--- config.mk ---
export PLATFORM = sky130hd
export DESIGN_NAME = ram_sync_param_flat
export DESIGN_NICKNAME = d
export VERILOG_FILES = /design/src/rtl/ram_sync_pkg.sv /design/src/rtl/ram_sync_param_if.sv /design/src/rtl/ram_sync_array.sv /design/src/rtl/ram_sync_param.sv /design/src/flat_wrapper.sv
export SDC_FILE = /design/constraint.sdc
export NUM_CORES = 1
export LEC_CHECK = 0
export ABC_AREA = 1
export CORE_ASPECT_RATIO = 1.75
export CORE_MARGIN = 8
export CORE_UTILIZATION = 58
export CTS_CLUSTER_SIZE = 40
export DETAILED_ROUTE_END_ITERATION = 6
export PLACE_DENSITY = 0.83
export SYNTH_ARGS = -nofsm -noshare
export SYNTH_HDL_FRONTEND = slang
export SYNTH_SLANG_ARGS = --single-unit
--- constraint.sdc ---
create_clock -name clk -period 4.15 [get_ports clk]
set_clock_uncertainty 0.05 [all_clocks]
set_input_delay 0.83 -clock clk [delete_from_list [all_inputs] [get_ports clk]]
set_output_delay 0.83 -clock clk [all_outputs]
set_load 0.02 [all_outputs]
--- src/rtl/ram_sync_pkg.sv ---
// ram_sync_pkg: shared FSM states, r_w encoding and parity helper for ram_sync_param
package ram_sync_pkg;
  typedef enum logic {ST_INIT, ST_IDLE} state_t;
  localparam logic RW_READ = 1'b0;
  localparam logic RW_WRITE = 1'b1;
  function automatic logic even_par(input logic [63:0] d);
    return ^d;
  endfunction
endpackage

--- src/rtl/ram_sync_param_if.sv ---
// ram_sync_param_if: request/ready bus between a master and ram_sync_param
interface ram_sync_param_if #(
  parameter int WIDTH = 8,
  parameter int ADDR_W = 2
);
  logic req;
  logic r_w;
  logic fill;
  logic ready;
  logic valid;
  logic perr;
  logic [ADDR_W-1:0] addr;
  logic [WIDTH-1:0] in;
  logic [WIDTH-1:0] out;
  modport master(output req, r_w, addr, in, fill, input ready, out, valid, perr);
  modport slave(input req, r_w, addr, in, fill, output ready, out, valid, perr);
endinterface

--- src/rtl/ram_sync_array.sv ---
// ram_sync_array: WIDTH x DEPTH storage, one write port, registered read port (optional parity via RAM_SYNC_PARITY_EN)
module ram_sync_array
  import ram_sync_pkg::*;
#(
  parameter int WIDTH = 8,
  parameter int DEPTH = 4,
  parameter int ADDR_W = $clog2(DEPTH)
) (
  input  logic              clk,
  input  logic              rst,
  input  logic              we,
  input  logic              re,
  input  logic [ADDR_W-1:0] waddr,
  input  logic [ADDR_W-1:0] raddr,
  input  logic [WIDTH-1:0]  wdata,
  output logic [WIDTH-1:0]  rdata,
  output logic              rerr
);
`ifdef RAM_SYNC_PARITY_EN
  localparam int PW = 1;
`else
  localparam int PW = 0;
`endif
  localparam int AW1 = ADDR_W + 1;
  localparam logic [ADDR_W:0] DEPTH_L = AW1'(DEPTH);
  logic [WIDTH+PW-1:0] mem [DEPTH];
  logic [WIDTH+PW-1:0] wword;
  logic [WIDTH+PW-1:0] word;
  logic w_ok, r_ok, bad;
  assign w_ok = {1'b0, waddr} < DEPTH_L;
  assign r_ok = {1'b0, raddr} < DEPTH_L;
  assign word = mem[raddr];
`ifdef RAM_SYNC_PARITY_EN
  assign wword = {even_par(64'(wdata)), wdata};
  assign bad = even_par(64'(word[WIDTH-1:0])) != word[WIDTH];
`else
  assign wword = wdata;
  assign bad = 1'b0;
`endif
  always_ff @(posedge clk)
    if (we && w_ok) mem[waddr] <= wword;
  // out-of-range reads return zero rather than stale or undefined storage
  always_ff @(posedge clk)
    if (rst) begin
      rdata <= '0;
      rerr <= 1'b0;
    end else if (re) begin
      rdata <= r_ok ? word[WIDTH-1:0] : '0;
      rerr <= r_ok & bad;
    end
endmodule

--- src/rtl/ram_sync_param.sv ---
// ram_sync_param: handshaked synchronous RAM with init sweep; parity checking enabled by RAM_SYNC_PARITY_EN
module ram_sync_param
  import ram_sync_pkg::*;
#(
  parameter int WIDTH = 8,
  parameter int DEPTH = 4,
  parameter int ADDR_W = $clog2(DEPTH),
  parameter logic [WIDTH-1:0] INIT_VAL = '0
) (
  input logic clk,
  input logic clear,
  ram_sync_param_if.slave bus
);
  localparam logic [ADDR_W-1:0] LAST = ADDR_W'(DEPTH - 1);
  state_t state, state_nx;
  logic [ADDR_W-1:0] idx, waddr;
  logic [WIDTH-1:0] wdata, rdata;
  logic sweep, accept, we, re, valid, rerr;
  assign sweep = state == ST_INIT;
  assign accept = bus.req & bus.ready & ~bus.fill;
  assign we = sweep | (accept & (bus.r_w == RW_WRITE));
  assign re = accept & (bus.r_w == RW_READ);
  assign waddr = sweep ? idx : bus.addr;
  assign wdata = sweep ? INIT_VAL : bus.in;
  assign bus.ready = state == ST_IDLE;
  assign bus.valid = valid;
  assign bus.out = rdata;
  assign bus.perr = valid & rerr;
  // fill restarts the sweep from any state
  always_comb state_nx = bus.fill ? ST_INIT : (sweep && idx == LAST) ? ST_IDLE : state;
  always_ff @(posedge clk)
    if (clear) begin
      state <= ST_INIT;
      idx <= '0;
      valid <= 1'b0;
    end else begin
      state <= state_nx;
      idx <= (bus.fill || !sweep || idx == LAST) ? '0 : idx + 1'b1;
      valid <= re;
    end
  ram_sync_array #(.WIDTH(WIDTH), .DEPTH(DEPTH), .ADDR_W(ADDR_W)) u_array (
    .clk(clk),
    .rst(clear),
    .we(we),
    .re(re),
    .waddr(waddr),
    .raddr(bus.addr),
    .wdata(wdata),
    .rdata(rdata),
    .rerr(rerr)
  );
endmodule

--- src/flat_wrapper.sv ---
// flat-port wrapper written by rule: the top's interface ports become plain ports
module ram_sync_param_flat import ram_sync_pkg::*;
#(
  parameter int WIDTH = 8,
  parameter int DEPTH = 4,
  parameter int ADDR_W = $clog2(DEPTH),
  parameter logic [WIDTH-1:0] INIT_VAL = '0
)
  (clk, clear, bus_req, bus_r_w, bus_addr, bus_in, bus_fill, bus_ready, bus_out, bus_valid, bus_perr);
  ram_sync_param_if #(.WIDTH(WIDTH), .ADDR_W(ADDR_W)) bus_i ();
  input logic clk;
  input logic clear;
  input wire logic [$bits(bus_i.req)-1:0] bus_req;
  input wire logic [$bits(bus_i.r_w)-1:0] bus_r_w;
  input wire logic [$bits(bus_i.addr)-1:0] bus_addr;
  input wire logic [$bits(bus_i.in)-1:0] bus_in;
  input wire logic [$bits(bus_i.fill)-1:0] bus_fill;
  output wire logic [$bits(bus_i.ready)-1:0] bus_ready;
  output wire logic [$bits(bus_i.out)-1:0] bus_out;
  output wire logic [$bits(bus_i.valid)-1:0] bus_valid;
  output wire logic [$bits(bus_i.perr)-1:0] bus_perr;
  assign bus_i.req = bus_req;
  assign bus_i.r_w = bus_r_w;
  assign bus_i.addr = bus_addr;
  assign bus_i.in = bus_in;
  assign bus_i.fill = bus_fill;
  assign bus_ready = bus_i.ready;
  assign bus_out = bus_i.out;
  assign bus_valid = bus_i.valid;
  assign bus_perr = bus_i.perr;
  ram_sync_param #(.WIDTH(WIDTH), .DEPTH(DEPTH), .ADDR_W(ADDR_W), .INIT_VAL(INIT_VAL)) u_core (.clk(clk), .clear(clear), .bus(bus_i));
endmodule
[After elaboration in Yosys (flattened, before gate mapping)]
Memories as Yosys holds them, arrays and structs flattened. A register that Yosys moved wholly into a read port is not among the register bits.
Cells that the tools add are included.
Storage, ports and cells
  flip-flop bits (word level): 4
  memory bits (writable): 32
  input bits: 15
  output and inout bits: 11
  memories kept: 1
Cells by class
  add/sub/neg operators: 1
  eq/ne operators: 1
  muxes and demuxes: 4
  bitwise logic cells: 8
  reductions and logical operators: 5
Memory list
  u_core.u_array.mem: depth 4, width 8, read ports 1, clocked after Yosys merged registers in 1, wr ports 1, RTL line ram_sync_array.sv:26  | logic [WIDTH+PW-1:0] mem [DEPTH];
Operators with widths (count)
  2-to-1 mux 8 bit: 1
  bitwise AND 1 bit: 4
  OR reduction 2 bit: 2
  NOT 1 bit: 3
  adder 2 x 1 -> 2 bit, second input constant: 1
  == test 2 bit, second input constant: 1
  logical OR 1 bit: 2
  2-to-1 mux 1 bit: 2
  2-to-1 mux 2 bit: 1
  logical AND 1 bit: 1
  bitwise OR 1 bit: 1

[Logic depth before layout (Yosys ltp)]
  word-level depth: 6
  gate-level depth with buffers: 8
  gate-level depth less buffers: 6

[By module]
From an unflattened synthesis, not the netlist that was laid out.
Second synthesis, totals
  cells, all modules: 174
  area total of the unflattened synthesis: 1825.5 um2
Modules (own cells, without submodules)
  ram_sync_array: instances 1, cells an instance 129, area each 1570.3 um2, sequential area each 1121.1 um2
  ram_sync_param: instances 1, cells an instance 45, area each 255.2 um2, sequential area each 80.1 um2

[Worst setup path after synthesis]
Ideal clock, no wire load.
  path type: input-to-reg
  start: input port bus_addr[0]
  end: memory u_core.u_array.mem[0][0] (netlist bit), enable pin
  arrival time: 1927 ps
  setup slack: 1790 ps
  cell stages on the path: 6
  buffers on the path: 1
  cell sequence: buf_6 > inv_4 > nand2_1 > o21ai_0 > inv_1 > nor3_1
On the way
  cells in the longest elaborated chain, start to end: 1
RTL lines
  from (decl): RTL line flat_wrapper.sv:15  | input wire logic [$bits(bus_i.addr)-1:0] bus_addr;
  2-to-1 mux 2 bit: RTL line ram_sync_param.sv:23  | assign waddr = sweep ? idx : bus.addr;
  to (decl): RTL line ram_sync_array.sv:26
Every way passes these cells.

[Worst setup path in the final report]
  start: input port bus_addr[0]
  end: memory u_core.u_array.mem[0][2] (netlist bit), enable pin
Same word-level chain as after synthesis.

==> flow_metrics.py <==
metrics = {
    "drt": {
        "first_iter_violations": 39,
        "wire_per_inst_um": 13.9,
        "drc_errors": 0,
        "vias": 1390,
        "wl_mm": 4.13,
        "via_per_inst": 4.70,
        "drt_pass1_iterations": 5,
        "ant_nets": 0,
    },
    "sta": {
        "fmax_mhz": 381,
        "slew_headroom_pct": 62.2,
        "min_period_over_period_pct": 63.2,
        "hold_viol": 0,
        "worstMarginPinSlew_ns": 0.566,
        "finalCriticalPeriod_ns": 2.62,
        "rsz0062_at_grt": "false",
        "maxSlewViolCount": 0,
        "setup_tns_ns": 0,
        "setup_ws_ns": 1.53,
        "setup_viol": 0,
    },
    "cells_and_area": {
        "layout-drive-gt1-share_pct": 6.37,
        "nets": 267,
        "layout_commonest_cell": "nand2_1",
        "multiInputGateArea_um2": 493,
        "layout_common_cells": "nand2_1 (66), inv_1 (54), edfxtp_1 (32)",
        "stdcell_count": 296,
        "fin_util_pct": 71.4,
        "register_area_mm2": 0.00120,
        "fill_cells": 247,
        "diodes": 0,
        "area_growth_syn_to_layout_pct": 20.3,
    },
    "synthesis": {
        "yosys_register_bits": 44,
        "synth_top_cell_area_share_pct": 48.7,
        "synth_area_mm2": 0.00197,
        "syn_inst": 222,
        "synth_largest_area_cell": "edfxtp_1",
        "ys.warnings.count": 0,
        "yosysUniqueCellTypes": 17,
        "syn-num-nets": 238,
        "syn-mean-instance-area_um2": 8.89,
        "seq_area_frac_synth_pct": 60.8,
        "synthTopCellsByArea": "edfxtp_1 (49%), nand2_1 (13%), dfxtp_1 (12%)",
    },
    "setup_path": {
        "end_kind": "register",
        "slowest_delay_ns": 0.70,
        "cp.arrival_ns": 2.58,
        "critPathKind": "primary input to register",
        "critPathSlowestCell": "clkdlybuf4s50_1",
        "crit_chain": "clkdlybuf4s50_1 > inv_4 > nand2_1 > o21ai_0 > inv_1 > nor3_1 > buf_4",
        "critPathRequiredTime_ns": 4.11,
        "crit_fanout": 17,
        "cp-start-kind": "primary input",
    },
    "placed_design": {
        "gp_congestion": 1.01,
        "dp.cells": 289,
        "dp.final_hpwl_mm": 3.07,
        "place_ws_ns": 1.27,
        "numPortBuffers": 24,
    },
    "cts": {
        "cts_hold_buf": 0,
        "insertion_delay_ns": 0.30,
        "cts_max_level": 2,
        "path_clk_slew_ns": 0.08,
        "cts.sinks": 44,
        "cts_tree": "built",
        "cts.repair.resized": 0,
        "cts_buffers": 5,
        "clock_path_buffers": 2,
        "clockRootBuffer": "clkbuf_8",
        "cts.repair_timing.setup_buffer_count": 0,
    },
    "pwr": {
        "p_sw_w": 0.000177,
        "p_int_w": 0.000742,
        "powerDensity_mw_per_mm2": 387,
        "clkPwrFrac_pct": 40.6,
        "pwr-share-seq_pct": 52.6,
        "peakVddDrop_mv": 0.319,
        "pwr-share-comb_pct": 6.7,
        "p_leak_nw": 1.14,
        "swShare_pct": 19.3,
    },
    "global_route": {
        "met1_usage_pct": 15.1,
        "grt_first_pass_wirelength_mm": 6.38,
        "first_global_vias": 1356,
        "grt_busiest_layer": "met2",
        "grt_usage_pct": 16.0,
        "antenna_found_initial": 0,
        "grt_max_degree": 18,
        "overflow": 0,
        "grt_util_met3_pct": 3.58,
        "met2_usage_pct": 27.7,
    },
    "outcome": {
        "outcome": "complete, no violations",
    },
    "die": {
        "core-area_mm2": 0.00333,
        "chipHeight_um": 93.2,
        "start_util_pct": 59.3,
        "fp.dieW_um": 60.1,
        "dieArea_mm2": 0.00560,
        "ios": 26,
        "rows": 28,
    },
    "worst_hold_path": {
        "holdCritPathClass": "register to register",
    },
    "flow_run": {
        "drv_cap": 0,
    },
}
-- worst max-delay path: cells and delay by family --
| kind | cells | cell delay [ns] |
|---|---|---|
| AOI/OAI and AO/OA | 1 | 0.16 |
| buffers and inverters | 4 | 1.29 |
| and+or+nand+nor | 2 | 0.30 |
-- synthesized netlist by cell type --
library cell,number
nand2_1,66
inv_1,54
edfxtp_1,32
nor2_1,20
nand3_1,17
dfxtp_1,12
nor3_1,5
buf_4,3
buf_6,3
inv_4,2
o21ai_0,2
a31oi_2,1
buf_2,1
clkinv_1,1
conb_1,1
ha_1,1
nand4_4,1
-- power groups by stage --
stage	Sequential (W)	Clock, W	Combinational (W)
global placement	0.000493	0	0.0000588
CTS	0.000484	0.000380	0.0000615
global route	0.000485	0.000400	0.0000676
floorplan	0.000493	0	0.0000377
detailed placement	0.000494	0	0.0000602
finish	0.000484	0.000374	0.0000617
-- registers in the layout (all words and copies together), names as in the netlist --
register and count:
u_core.bus.ready 1, u_core.bus.valid 1, u_core.idx 2, u_core.u_array.mem 32, u_core.u_array.rdata 8
-- stage by stage --
step	instance area, um2	total power (W)	hold WS (ns)
floorplan	1970	0.000531	0.364
global placement	2250	0.000552	0.408
detailed placement	2250	0.000554	0.427
CTS	2380	0.000926	0.468
global route	2380	0.000952	0.486
finish	2380	0.000919	0.469
-- cell families (layout without fill, tap and decap cells) --
logic type | Yosys count | count (layout) | synth area share, %
simple gates | 109 | 109 | 23.0
buf+inv | 64 | 93 | 14.2
flops | 44 | 44 | 60.8
compound gates | 3 | 3 | 1.14
fa+ha+maj | 1 | 1 | 0.634
other cells | 1 | 1 | 0.190
-- worst paths after layout --
| kind | from | end | slack, ns | depth (start not counted) |
|---|---|---|---|---|
| setup / recovery | bus_addr[0] | u_core.u_array.mem[0][2] | 1.53 | 7 |
| setup reg to reg | u_core.bus.ready | u_core.u_array.mem[0][2] | 2.45 | 5 |
| hold reg to reg | u_core.u_array.rdata[0] | u_core.u_array.rdata[0] | 0.47 | 4 |
| hold / removal | u_core.u_array.rdata[0] | u_core.u_array.rdata[0] | 0.47 | 4 |
-- layout make-up --
class | count | area share, %
clock inverter | 2 | 2.53
timing repair buffer | 29 | 11.7
multi-input combinational | 114 | 20.7
clock buffer | 5 | 2.90
inverter | 57 | 9.22
sequential | 44 | 50.6
tap | 45 | 2.37
-- per-layer routing --
| layer | wire [um] | share of wire [%] |
|---|---|---|
| met1 | 1440 | 35 |
| met5 | 0 | 0 |
| met4 | 235 | 5.7 |
| met3 | 229 | 5.6 |
| met2 | 2220 | 54 |
Power figures use the tool's default switching activity.
==> variant: new RTL, config.mk and constraints unchanged <==
`WIDTH` is set to 8 in 4 places; all go to 12.
--- a/src/rtl/ram_sync_param_if.sv
+++ b/src/rtl/ram_sync_param_if.sv
@@ -1,6 +1,6 @@
 // ram_sync_param_if: request/ready bus between a master and ram_sync_param
 interface ram_sync_param_if #(
-  parameter int WIDTH = 8,
+  parameter int WIDTH = 12,
   parameter int ADDR_W = 2
 );
   logic req;
--- a/src/rtl/ram_sync_array.sv
+++ b/src/rtl/ram_sync_array.sv
@@ -2,7 +2,7 @@
 module ram_sync_array
   import ram_sync_pkg::*;
 #(
-  parameter int WIDTH = 8,
+  parameter int WIDTH = 12,
   parameter int DEPTH = 4,
   parameter int ADDR_W = $clog2(DEPTH)
 ) (
--- a/src/rtl/ram_sync_param.sv
+++ b/src/rtl/ram_sync_param.sv
@@ -2,7 +2,7 @@
 module ram_sync_param
   import ram_sync_pkg::*;
 #(
-  parameter int WIDTH = 8,
+  parameter int WIDTH = 12,
   parameter int DEPTH = 4,
   parameter int ADDR_W = $clog2(DEPTH),
   parameter logic [WIDTH-1:0] INIT_VAL = '0
--- a/src/flat_wrapper.sv
+++ b/src/flat_wrapper.sv
@@ -1,7 +1,7 @@
 // flat-port wrapper written by rule: the top's interface ports become plain ports
 module ram_sync_param_flat import ram_sync_pkg::*;
 #(
-  parameter int WIDTH = 8,
+  parameter int WIDTH = 12,
   parameter int DEPTH = 4,
   parameter int ADDR_W = $clog2(DEPTH),
   parameter logic [WIDTH-1:0] INIT_VAL = '0
Ports: changed (resized bus_in and bus_out); port bits go from 26 to 34. No check against the original RTL was run, so the function may have changed too.
==> variant against the original RTL <==
Combinational power up 31%; sequential cell count rose by 20; hold slack lost 0.026 ns; power increased by 46%; critical endpoint is now u_core.u_array.mem[1][9]$_DFFE_PP_; maximum frequency up 0.79%; design area grew 42%; critical path depth is the same; synthesized area increased by 44%; worst setup slack improved by 0.020 ns; clock power increased by 49%; routed wire length rose by 35%.
==> variant: results (changes against the original RTL) <==
[grt]
grt_max_degree = 26  ; was 18
grt_usage_pct = 16.7  ; was 16.0%
grt_pass1_vias = 1771  ; was 1356
grt_pass1_wl_um = 8930  ; was 6380 µm
use_met3_pct = 5.59  ; was 3.58%
gr-usage-met2_pct = 28.2  ; was 27.7%

[synth]
yosys-top-cells-area = edfxtp_1 (51%), nand2_1 (13%), dfxtp_1 (11%), inv_1 (11%), nand3_1 (4.4%)  ; was edfxtp_1 (49%), nand2_1 (13%), dfxtp_1 (12%), inv_1 (10%), nand3_1 (4.3%)
ys_seq_area_share_pct = 62.1  ; was 60.8%
synth_cell_types = 16  ; was 17
synth_edf_count = 48  ; was 32
synth.net_count = 340  ; was 238
synthCells = 320  ; was 222
synth_common_cells = nand2_1 (98), inv_1 (80), edfxtp_1 (48)  ; was nand2_1 (66), inv_1 (54), edfxtp_1 (32)

[detailed_routing]
drt-initial-drc-count = 105  ; was 39
drt_pass1_iterations = 4  ; was 5
wl_per_cell_um = 13.5  ; was 13.9 µm

[placed_design]
dp_cells = 397  ; was 289
port_buffers = 32  ; was 24
dpl_worst_slack_ns = 1.20  ; was 1.27 ns
place.gp.congestion = 0.893  ; was 1.01

[cells_and_area]
fin_nets = 376  ; was 267
fill_cells = 365  ; was 247

[pwr]
peakVddDrop_v = 0.000333  ; was 0.000319 V
p_leak_nw = 1.64  ; was 1.14 nW

[hold_path]
hp-start = u_core.idx[0]$_SDFF_PP0_  ; was u_core.u_array.rdata[0]$_SDFFE_PP0P_

[setup_path]
arrival_ns = 2.59  ; was 2.58 ns
rrSetupSlack_ns = 2.51  ; was 2.45 ns
critical_path.max_fanout = 13  ; was 17

[outcome]
status = finished clean  ; unchanged

[cts]
htreeDepth = 3  ; was 2

variant: changes by cell type in the layout (fill, tap and decap cells not counted), sizes merged:
cell	before	now
clkbuf	5	9
dfxtp	12	16
nand2	66	98
buf	5	6
inv	56	81
clkinvlp	0	2
nand3	17	25
edfxtp	32	48
nor2	20	28
clkinv	1	2
clkdlybuf4s50	24	32
variant: path summary, 6_finish.rpt:
kind                                             end  cells after the start
hold / removal              u_core.idx[0]$_SDFF_PP0_                      1
hold reg to reg             u_core.idx[0]$_SDFF_PP0_                      1
setup reg to reg  u_core.u_array.mem[1][9]$_DFFE_PP_                      6
setup / recovery  u_core.u_array.mem[1][9]$_DFFE_PP_                      7
variant: kinds of logic (layout without fill, tap and decap cells):
kind of cell               Yosys count  in the layout
and+or+nand+nor                    157            157
buffers and inverters               94            134
DFF                                 64             64
AOI/OAI and AO/OA                    3              3
adders and majority gates            1              1
other                                1              1
variant: final cells by class:
type	count	area share, %
timing repair buffer	38	10.8
multi-input combinational	162	20.0
inverter	81	9.06
tap	52	1.92
clock buffer	9	3.66
sequential	64	52.1
clock inverter	6	2.51
variant: metrics by stage:
step | hold slack [ns] | util, %
floorplan | 0.368 | -
global placement | 0.423 | 67.5
detailed placement | 0.432 | 67.5
CTS | 0.447 | 71.9
global route | 0.483 | 71.9
finish | 0.443 | 71.9
variant: power by group:
group / internal (W) / total [W] / leakage (nW) / switching [W]
Clock: 0.000332 / 0.000557 / 0.101 / 0.000225
Sequential: 0.000702 / 0.000707 / 0.627 / 0.00000561
Combinational: 0.0000335 / 0.0000810 / 0.909 / 0.0000475
Total: 0.00107 / 0.00135 / 1.64 / 0.000278
variant: per-layer routing:
metal / share of wire, % / vias up
li1: - / 1028
met3: 4.8 / 7
met5: 0 / -
met1: 40 / 787
met2: 53 / 50
met4: 1.6 / 0
